$ cat src/rtl/aes_pkg.sv
// Shared AES controller definitions: block width, sequencer state encoding and
// the round-count rule tying NR to the key length NK.
package aes_pkg;

  localparam int unsigned AES_BLK_W = 128;

  typedef enum logic [1:0] {
    S_IDLE = 2'd0,
    S_RUN  = 2'd1,
    S_DONE = 2'd2
  } seq_state_e;

  // AES round count for a key of nk 32-bit words (10/12/14 for 4/6/8).
  function automatic int unsigned NR_OF_NK(input int unsigned nk);
    return nk + 6;
  endfunction

endpackage

$ cat src/rtl/aes_round_counter.sv
// Round counter for the AES sequencer.
// Ports:
//   clk, rst_n  clock, asynchronous active-low reset
//   load        set count to 1 (first round after the initial key add)
//   inc         advance by one; saturates at NR
//   clr         return to 0 (highest priority)
//   cnt         current round index, also used as the round-key index
//   term_c      cnt == NR (combinational decode of cnt)
module aes_round_counter #(
  parameter int unsigned NR = 10,
  parameter int unsigned RW = 4
) (
  input  logic          clk,
  input  logic          rst_n,
  input  logic          load,
  input  logic          inc,
  input  logic          clr,
  output logic [RW-1:0] cnt,
  output logic          term_c
);

  assign term_c = (cnt == RW'(NR));

  // Count register; never advances past NR.
  always_ff @(posedge clk or negedge rst_n) begin
    if (!rst_n) begin
      cnt <= '0;
    end else if (clr) begin
      cnt <= '0;
    end else if (load) begin
      cnt <= RW'(1);
    end else if (inc && !term_c) begin
      cnt <= cnt + RW'(1);
    end
  end

endmodule

$ cat src/rtl/aes_round_sequencer.sv
// Iterative AES-encrypt controller: holds the 128-bit cipher state, sequences
// the round-key index, drives the external round/last-round datapath and wraps
// it with valid/ready handshakes. One block in flight at a time.
// Ports:
//   clk, rst_n            clock, asynchronous active-low reset
//   in_valid/in_ready     plaintext handshake; in_block sampled only at accept
//   in_block              plaintext, byte 0 in [127:120]
//   rk_idx / rk           round-key index out, round key back in same cycle
//   dp_state / dp_last    state and last-round select to the datapath
//   dp_result             combinational datapath result
//   out_valid/out_ready   ciphertext handshake; out_block held until accepted
//   busy                  high from accept until output handshake
module aes_round_sequencer
  import aes_pkg::*;
#(
  parameter int unsigned NK = 4,
  parameter int unsigned NR = 10,
  parameter int unsigned RW = 4
) (
  input  logic                 clk,
  input  logic                 rst_n,
  input  logic                 in_valid,
  output logic                 in_ready,
  input  logic [AES_BLK_W-1:0] in_block,
  output logic [RW-1:0]        rk_idx,
  input  logic [AES_BLK_W-1:0] rk,
  output logic [AES_BLK_W-1:0] dp_state,
  output logic                 dp_last,
  input  logic [AES_BLK_W-1:0] dp_result,
  output logic                 out_valid,
  input  logic                 out_ready,
  output logic [AES_BLK_W-1:0] out_block,
  output logic                 busy
);

  // Reject inconsistent key-length / round-count / index-width combinations.
  if (NR != NR_OF_NK(NK) || NR >= (1 << RW)) begin : g_bad_cfg
    $error("aes_round_sequencer: NR must equal NK+6 and fit in RW bits");
  end

  seq_state_e           state_q, state_d;
  logic [AES_BLK_W-1:0] blk_q, blk_d;
  logic [RW-1:0]        cnt;
  logic                 cnt_term_c;
  logic                 cnt_load, cnt_inc, cnt_clr;

  aes_round_counter #(
    .NR (NR),
    .RW (RW)
  ) u_cnt (
    .clk    (clk),
    .rst_n  (rst_n),
    .load   (cnt_load),
    .inc    (cnt_inc),
    .clr    (cnt_clr),
    .cnt    (cnt),
    .term_c (cnt_term_c)
  );

  // State and cipher-state registers.
  always_ff @(posedge clk or negedge rst_n) begin
    if (!rst_n) begin
      state_q <= S_IDLE;
      blk_q   <= '0;
    end else begin
      state_q <= state_d;
      blk_q   <= blk_d;
    end
  end

  // Next-state, cipher-state update and counter control.
  always_comb begin
    state_d  = state_q;
    blk_d    = blk_q;
    cnt_load = 1'b0;
    cnt_inc  = 1'b0;
    cnt_clr  = 1'b0;
    unique case (state_q)
      S_IDLE: begin
        // rk_idx is 0 here, so rk is the whitening key.
        if (in_valid) begin
          blk_d    = in_block ^ rk;
          cnt_load = 1'b1;
          state_d  = S_RUN;
        end
      end
      S_RUN: begin
        blk_d = dp_result;
        if (cnt_term_c) begin
          // Counter returns to 0 so rk_idx reads 0 outside RUN.
          cnt_clr = 1'b1;
          state_d = S_DONE;
        end else begin
          cnt_inc = 1'b1;
        end
      end
      S_DONE: begin
        if (out_ready) begin
          state_d = S_IDLE;
        end
      end
      default: state_d = S_IDLE;
    endcase
  end

  // Outputs are decodes of registered state only; no input-to-output paths.
  assign in_ready  = (state_q == S_IDLE);
  assign out_valid = (state_q == S_DONE);
  assign busy      = (state_q != S_IDLE);
  assign dp_last   = (state_q == S_RUN) && cnt_term_c;
  assign rk_idx    = cnt;
  assign dp_state  = blk_q;
  assign out_block = blk_q;

endmodule

$ cat config.mk
export PLATFORM = sky130hd
export DESIGN_NAME = aes_round_sequencer
export DESIGN_NICKNAME = d
export VERILOG_FILES = /design/src/rtl/aes_pkg.sv /design/src/rtl/aes_round_counter.sv /design/src/rtl/aes_round_sequencer.sv
export SDC_FILE = /design/constraint.sdc
export NUM_CORES = 1
export LEC_CHECK = 0
export BUFFER_PORTS_ARGS = -buffer_cell sky130_fd_sc_hd__buf_2
export CORE_AREA = 8 8 251 253
export DETAILED_ROUTE_END_ITERATION = 7
export DIE_AREA = 0 0 259 261
export HOLD_SLACK_MARGIN = 0.02
export PLACE_DENSITY = 0.43
export SKIP_LAST_GASP = 1
export SLEW_MARGIN = 20
export SYNTH_ARGS = -nofsm -noshare
export SYNTH_HDL_FRONTEND = slang
export SYNTH_SLANG_ARGS = --single-unit
export TNS_END_PERCENT = 30
$ cat constraint.sdc
create_clock -name clk -period 1.25 [get_ports clk]
set_input_delay 0.125 -clock clk [delete_from_list [all_inputs] [get_ports clk]]
set_output_delay 0.125 -clock clk [all_outputs]
set_load 0.02 [all_outputs]
After elaboration in Yosys (flattened, before gate mapping)
Index checks and enable logic that the tools add are counted.
Operators by class
  add/subtract/negate cells: 1
  equal/unequal tests: 6
  mux-type cells: 15
  bitwise logic cells: 1
  reductions and logical operators: 9
Operators by type and width (number)
  128-bit case mux with 2 select lines: 1
  128-bit two-way mux: 1
  128-bit XOR: 1
  4-bit two-way mux: 3
  1-bit two-way mux: 6
  2-bit two-way mux: 3
  2-bit case mux with 3 select lines: 1
  4-bit by 1-bit adder with 4-bit output, second input constant: 1
  4-bit equality test, second input constant: 1
  2-bit != test, second input constant: 2
  2-bit nonzero test: 2
  3-bit AND reduction: 1
  3-bit nonzero test: 1
  2-bit by 1-bit equality test with 1-bit output, second input constant: 1
  2-bit equality test, second input constant: 1
  1-bit logical AND: 2
  2-bit logical NOT: 1
  2-bit by 1-bit != test with 1-bit output, second input constant: 1
  2-bit AND reduction: 1
  1-bit logical NOT: 1
Word-level totals
  register bits: 134
  input bits: 388
  output and inout port bits: 264
  word-level logic and storage cells: 35

Longest topological paths before layout
Gate-level depths: netlist (run 1).
  depth in word-level cells: 7
  gate-level depth with buffers: 6

Hierarchy
A second synthesis (run 1) with hierarchy kept.
Second synthesis, totals
  cells, all modules: 848
  area total of the unflattened synthesis: 8419.3 µm²
Modules (own cells, without submodules)
  aes_round_sequencer: instances 1, cells an instance 824, area each 8180.3 µm², seq. area each 3253.1 µm²
  aes_round_counter: instances 1, cells an instance 24, area each 239.0 µm², seq. area each 100.1 µm²

Least setup slack after synthesis (run 1)
No wires, ideal clock.
  path type: register -> register
  from: register state_q[1]
  to: register state_q[1]
  setup time: 65 ps
  arrival time: 1342 ps
  data required time: 1185 ps
  path slack: -158 ps
  cell stages (with the launch flop): 6
  buffers on the path: 2
  cells stage by stage: dfrtp_1 -> nand2b_1 -> buf_4 -> buf_4 -> nor2_1 -> a21o_1
On the way
  cells in the longest elaborated chain, start to end: 3
  elaborated cells on any way between the ends: 8
  those cells by class: eq/ne: 5; mux: 1; reduce/logical: 2
Ends and longest elaborated chain
  start: declaration: RTL line aes_round_sequencer.sv:41  | seq_state_e state_q, state_d;
  start signal: assignment: RTL line aes_round_sequencer.sv:66  | state_q <= state_d;
  2-bit by 1-bit equality test with 1-bit output (tied with other cells): RTL line aes_round_sequencer.sv:78  | unique case (state_q)
  2-bit != test (no source line) / 2-bit by 1-bit != test with 1-bit output (equally long branches)
  3-bit AND reduction (no source line)
Several ways; a longest one is shown, not always the timed one.
A chain may end at the register's enable or synchronous reset.

Final worst setup path (run 1)
  from: register state_q[0]
  to: output port dp_last
On the way
  cells in the longest elaborated chain, start to end: 2
Ends and longest elaborated chain
  2-bit by 1-bit equality test with 1-bit output: RTL line aes_round_sequencer.sv:110  | assign dp_last = (state_q == S_RUN) && cnt_term_c;
  1-bit logical AND: RTL line aes_round_sequencer.sv:110
  end: declaration: RTL line aes_round_sequencer.sv:28  | output logic dp_last,
Every way passes these cells.

==> results of run 1 <==
==> placed cells by master (no fill, tap or decap), drive strengths merged, types with 3 or more instances in the layout <==
cell type	synthesis	layout
clkinv	0	5
o21ai	131	131
clkbuf	14	28
dfrtp	134	134
diode	0	3
buf	157	779
mux2i	128	128
nand2b	4	4
inv	3	5
dlygate4sd3	0	386
xor2	128	128
nand2	131	131
==> power by group through the flow <==
stage	Clock [mW]	Combinational, mW	Sequential [mW]
finish	5.06	22.8	8.64
global route	5.50	24.2	8.96
CTS	5.38	22.0	8.59
detailed placement	0	17.3	8.62
global placement	0	17.3	8.58
floorplan	0	10.5	10.6
==> worst min-delay path, cell delays in order <==
cell and delay, ps:
buf_2 80, mux2i_1 60, buf_4 130, o21ai_1 120
==> registers in the layout, indices dropped and copies added, names as in the netlist <==
signal,count
dp_state,128
state_q,2
u_cnt.cnt,4
==> repair_timing <==
| item | CTS | global route |
|---|---|---|
| endpoints found under the setup margin | 232 | 235 |
| gates resized for setup | 138 | 173 |
| hold endpoints to repair | 264 | 0 |
| hold buffers | 386 | 0 |
| pin swaps | 12 | 27 |
| buffers inserted | 36 | 9 |
| gates cloned | 31 | 6 |
==> worst min-delay path by stage <==
stage | start | to | slack, ps | depth (start not counted)
after CTS | dp_result[52] | dp_state[52]$_DFFE_PN0P_ | 20 | 4
after detailed placement | rst_n | dp_state[68]$_DFFE_PN0P_ | 110 | 1
after floorplan | rst_n | dp_state[0]$_DFFE_PN0P_ | -170 | 0
after global placement | rst_n | dp_state[68]$_DFFE_PN0P_ | 100 | 1
after global routing | dp_result[52] | dp_state[52]$_DFFE_PN0P_ | 60 | 4
final | dp_result[52] | dp_state[52]$_DFFE_PN0P_ | 90 | 4
==> cell families after synthesis <==
kind of cell    after synthesis  synth area share, %
xor+xnor                    128                 13.4
flops                       134                 40.1
simple gates                143                 6.86
buf+inv                     174                 15.8
mux                         128                 15.3
fa+ha+maj                     2                0.299
compound gates              136                 8.29
==> final cells by class <==
cell class,count,area share (%)
inverter,3,0.0607
antenna,3,0.0405
tap,782,5.28
clock buffer,22,2.61
timing repair buffer,1171,50.2
clock inverter,10,0.513
multi-input combinational,537,23.2
sequential,134,18.1
==> metal layers <==
layer | share of wire [%] | GRT usage (%) | up-vias
met5 | 0 | 0 | -
met4 | 2.6 | 4.83 | 0
met3 | 5.6 | 3.45 | 67
met2 | 53 | 22.7 | 377
met1 | 39 | 13.9 | 4717
li1 | - | - | 4732
==> per-stage QoR <==
stage | area, um2 | cells | setup TNS (ps) | util [%] | setup slack, ps
finish | 18500 | 2662 | -41840 | 31.3 | -407
floorplan | 8410 | 845 | -8030 | - | -94.2
CTS | 18100 | 2662 | -52390 | 30.6 | -468
global placement | 12000 | 2178 | -18110 | 20.2 | -198
detailed placement | 12000 | 2178 | -23130 | 20.2 | -243
global route | 18500 | 2660 | -55670 | 31.2 | -506
==> impl_metrics.py, run 1 <==
metrics = {
    "status": {
        "status": "complete, but fails checks",
        "violations": "setup timing",
    },
    "pwr": {
        "power_frac_clock_pct": 13.9,
        "p_leak_nw": 8.83,
        "total_power_mw": 36.5,
        "netSwitchingPower_mw": 16.9,
        "combPwrFrac_pct": 62.5,
        "power.internal_mw": 19.7,
        "irDropWorstVdd_mv": 1.20,
        "swShare_pct": 46.1,
        "p_seq_share_pct": 23.6,
        "p_per_area_nw_per_um2": 1970,
    },
    "setup_path": {
        "path_delay_family": "buffers and inverters",
        "start_kind": "register",
        "reg2reg_to": "dp_state[83]$_DFFE_PN0P_",
        "rr_startpoint": "state_q[0]$_DFFE_PN0P_",
        "max_stage_delay_ps": 400,
        "critPathMaxFanout": 5,
        "cp_cell_sequence": "buf_6 > nand2b_4 > buf_4 > nor2_4 > buf_12",
        "cp.depth": 5,
        "endpoint": "dp_last",
        "rrSetupSlack_ps": -360,
        "cp-end-kind": "output port",
        "crit_slowest_cell": "dfrtp_2",
        "path_buf_inv": 3,
        "worstPathArrival_ps": 1530,
        "worstSetupPathType": "reg2out",
        "worstPathRequired_ps": 1120,
        "crit_path_start": "state_q[0]$_DFFE_PN0P_",
        "ff2ff_path_depth": 8,
    },
    "drt": {
        "vias_per_cell": 3.72,
        "drtPass1Iterations": 4,
        "wl_per_cell_um": 16.9,
        "finalWirelength_um": 45000,
        "vias": 9893,
        "drc_errors": 0,
        "drt_iter0_markers": 345,
        "ant_nets": 0,
    },
    "job": {
        "maxCapViolCount": 0,
    },
    "clocking": {
        "clock_latency_ps": 470,
        "cts_root_buffer": "clkbuf_16",
        "cts_num_sinks": 134,
        "clk_pin_slew_ps": 60,
        "clk_path_buf_depth": 2,
        "tritoncts": "done",
        "htree_levels": 4,
        "cts_inserted_buffers": 17,
    },
    "cells_and_area": {
        "multi_input_area_um2": 4300,
        "nNetsFinal": 2254,
        "area_growth_pct": 122,
        "nFillCells": 6014,
        "drive_gt1_share_pct": 50.9,
        "seqCellArea_um2": 3350,
    },
    "sta": {
        "fin_worst_skew_ps": 9.67,
        "max_freq_ghz": 0.603,
        "min_period_ps": 1660,
        "hold_viol": 0,
        "maxSlewViolCount": 0,
        "final.setup.worst_slack_ps": -407,
        "worst_pin_slew_ps": 491,
        "relSlewSlack_pct": 67.2,
        "rsz0062_at_grt": "true",
        "setup_viol": 146,
        "fin_hold_ws_ps": 87.8,
        "final.period_utilization_pct": 133,
    },
    "global_routing": {
        "grt_pass1_vias": 11335,
        "grt_use_total_pct": 12.6,
        "grt_max_degree": 39,
        "grt_first_pass_wirelength_um": 65200,
        "overflow": 0,
        "antenna_found_initial": 1,
    },
    "yosys": {
        "ys_warn_count": 0,
        "synth_flop_cell": "dfrtp_1",
        "yosysTopAreaCell": "dfrtp_1",
        "synth_edf_count": 0,
        "synth.distinct_cells": 27,
        "synth_area_leaders": "dfrtp_1 40%, mux2i_1 15%, xor2_1 13%, buf_4 13%, nand2_1 5.9%",
        "syn_inst": 845,
        "synth_nets": 1235,
        "synth_top_cell_area_share_pct": 40.1,
        "syn_avg_cell_area_um2": 9.91,
        "async_reset_ff_share_pct": 100,
        "synth.most_common_cell": "buf_4",
        "syn_area_um2": 8370,
        "ys_seq_area_share_pct": 40.1,
        "synth_commonest_cells": "142 x buf_4, 134 x dfrtp_1, 131 x nand2_1",
        "ys_ff_latch": 134,
    },
    "floorplan": {
        "fp.dieH_um": 261,
        "coreArea_um2": 59300,
        "start_util_pct": 14.1,
        "dieArea_um2": 67600,
        "rows": 90,
        "fp.dieW_um": 259,
        "ioPinCount": 652,
    },
    "placement": {
        "io_buffers": 651,
        "gp_congestion": 0.798,
        "hpwlAfterDp_um": 29300,
    },
    "min_path": {
        "hold_path.class": "in2reg",
    },
}
Note: power is estimated with default switching activity, not from simulation.
==> run 2: changes to the inputs <==
Settings changed: CORE_AREA 8 8 251 253 to 8 8 246 248, DIE_AREA 0 0 259 261 to 0 0 254 256.
Clock period 1.25 ns to 1.6 ns, I/O delays scaled along.
==> run 2 against run 1 <==
Net effect:
- the run now ends clean
- highest routed layer unchanged
- sequential power decreased by 23%
- power is 30% lower
- sequential cell count did not move
- first-iteration DRC count is 7.0% lower
- clock skew is 1.2 ps higher
- clock-buffer cell count decreased by 2
- clock power decreased by 15%
- critical path depth is the same
- design area decreased by 11%
- cell count down 3.3%
- via count fell by 4.2%
- largest cell class unchanged
==> impl_metrics.py, run 2 (synthesis gave the netlist of run 1 again) <==
metrics = {
    "placement": {
        "hpwlAfterDp_um": 28200,
        "placed_area_um2": 11800,
        "io_buffers": 651,
        "gp_congestion": 0.887,
    },
    "pwr": {
        "p_leak_nw": 7.94,
        "p_per_area_nw_per_um2": 1550,
        "irDropWorstVdd_mv": 0.848,
    },
    "setup_path": {
        "path_delay_family": "flip-flops",
        "max_stage_delay_ps": 380,
        "path_buf_inv": 2,
        "crit_path_start": "u_cnt.cnt[0]$_DFFE_PN0P_",
        "critPathMaxFanout": 2,
        "rr_startpoint": "state_q[1]$_DFFE_PN0P_",
        "worstPathRequired_ps": 1440,
        "cp-end-kind": "output port",
        "crit_slowest_cell": "dfrtp_1",
        "cp.depth": 5,
        "rrSetupSlack_ps": 70,
        "start_kind": "register",
        "worstPathArrival_ps": 1420,
        "reg2reg_to": "dp_state[122]$_DFFE_PN0P_",
        "cp_cell_sequence": "inv_1 > ha_1 > nand3b_1 > nor2_4 > buf_6",
        "endpoint": "dp_last",
        "ff2ff_path_depth": 7,
        "worstSetupPathType": "reg2out",
    },
    "cells_and_area": {
        "nNetsFinal": 2185,
        "nFillCells": 6001,
        "drive_gt1_share_pct": 41.9,
        "stdcell_area_um2": 16600,
        "final_common_cell": "buf_2",
        "largest_reg_flops": 128,
        "layout_common_cells": "648 x buf_2, 381 x dlygate4sd3_1, 133 x dfrtp_1",
        "area_growth_pct": 98.2,
    },
    "floorplan": {
        "coreArea_um2": 56800,
        "fp.dieH_um": 256,
        "ioPinCount": 652,
        "start_util_pct": 14.7,
        "fp.dieW_um": 254,
        "rows": 88,
        "dieArea_um2": 65000,
    },
    "clocking": {
        "htree_levels": 4,
        "cts_inserted_buffers": 17,
        "tritoncts": "done",
        "clk_pin_slew_ps": 60,
        "cts_root_buffer": "clkbuf_16",
        "clock_latency_ps": 450,
        "clk_path_buf_depth": 2,
        "cts_num_sinks": 134,
    },
    "drt": {
        "vias_per_cell": 3.68,
        "drt_iter0_markers": 321,
        "wl_per_cell_um": 15.5,
        "drtPass1Iterations": 4,
        "ant_nets": 0,
        "finalWirelength_um": 39800,
        "drc_errors": 0,
        "vias": 9474,
    },
    "sta": {
        "hold_viol": 0,
        "setup_viol": 0,
        "tns_ps": 0,
        "final.period_utilization_pct": 98.6,
        "worst_pin_slew_ps": 532,
        "fin_worst_skew_ps": 10.9,
        "relSlewSlack_pct": 64.5,
        "maxSlewViolCount": 0,
        "max_freq_ghz": 0.634,
        "rsz0062_at_grt": "true",
        "min_period_ps": 1580,
    },
    "global_routing": {
        "grt_first_pass_wirelength_um": 58200,
        "grt_use_total_pct": 11.5,
        "grt_pass1_vias": 10628,
        "grt_max_degree": 51,
        "antenna_found_initial": 1,
        "overflow": 0,
    },
    "job": {
        "maxCapViolCount": 0,
    },
    "min_path": {
        "hold_path.class": "in2reg",
    },
    "status": {
        "status": "completed",
    },
}
## run 2: changes by cell type in the layout (fill, tap and decap cells not counted), sizes merged
cell         before  now
bufinv            1    4
diode             3    1
clkbuf           28   24
buf             779  716
dlygate4sd3     386  381
inv               5    4
clkinvlp          2    3
bufbuf            0    1
clkinv            5    4
## run 2: per-stage QoR
step                      std cells  power, mW  util [%]  setup slack [ps]  hold WS [ps]
after floorplan                 845       16.4         -               192          -136
after global placement         2135       20.0      20.8               119           170
after detailed placement       2135       20.0      20.8              37.6           177
after CTS                      2555       25.8      28.8             -54.2          20.2
after global routing           2574       27.3      29.2             -98.0          35.5
final                          2574       25.7      29.2              21.7          60.1
## run 2: worst register-to-register path, delay by kind of cell (launching register included)
kind            cells  cell delay [ps]
buf+inv             5              740
simple gates        1              190
flops               1              370
compound gates      1              100
## run 2: worst min path at each step
stage	startpoint	slack, ps	to	depth (start not counted)
final	rk[88]	60	dp_state[88]$_DFFE_PN0P_	4
after global routing	in_block[83]	40	dp_state[83]$_DFFE_PN0P_	4
after CTS	rk[88]	20	dp_state[88]$_DFFE_PN0P_	4
after detailed placement	rst_n	180	dp_state[88]$_DFFE_PN0P_	1
after global placement	rst_n	170	dp_state[74]$_DFFE_PN0P_	1
after floorplan	rst_n	-140	dp_state[0]$_DFFE_PN0P_	0
## run 2: report_power, final
group          internal, mW  switching, mW
registers              5.04           1.61
clock network          2.68           1.63
logic                  6.06           8.69
## run 2: layout make-up
cell class,count,area [um2],area share (%)
multi-input combinational,537,3710,22.4
tap,765,957,5.77
clock buffer,20,457,2.75
antenna,1,2.50,0.0151
sequential,134,3350,20.2
inverter,3,11.3,0.0679
clock inverter,12,175,1.06
timing repair buffer,1102,7920,47.7
## run 2: metal layers
metal / track usage (%) / vias up / wire (um)
li1: - / 4574 / -
met1: 11.8 / 4458 / 15200
met2: 20.9 / 389 / 20500
met3: 3.92 / 53 / 3050
met4: 4.69 / 0 / 991
met5: 0 / - / 0
## run 2: what timing repair did
action / in CTS / in global routing
hold endpoints to repair: 161 / 0
gates resized for setup: 7 / 2
pin swaps: 0 / 1
setup buffers: 6 / 14
cloned: 1 / 4
hold buffers: 381 / 0
setup endpoints to repair: 4 / 81
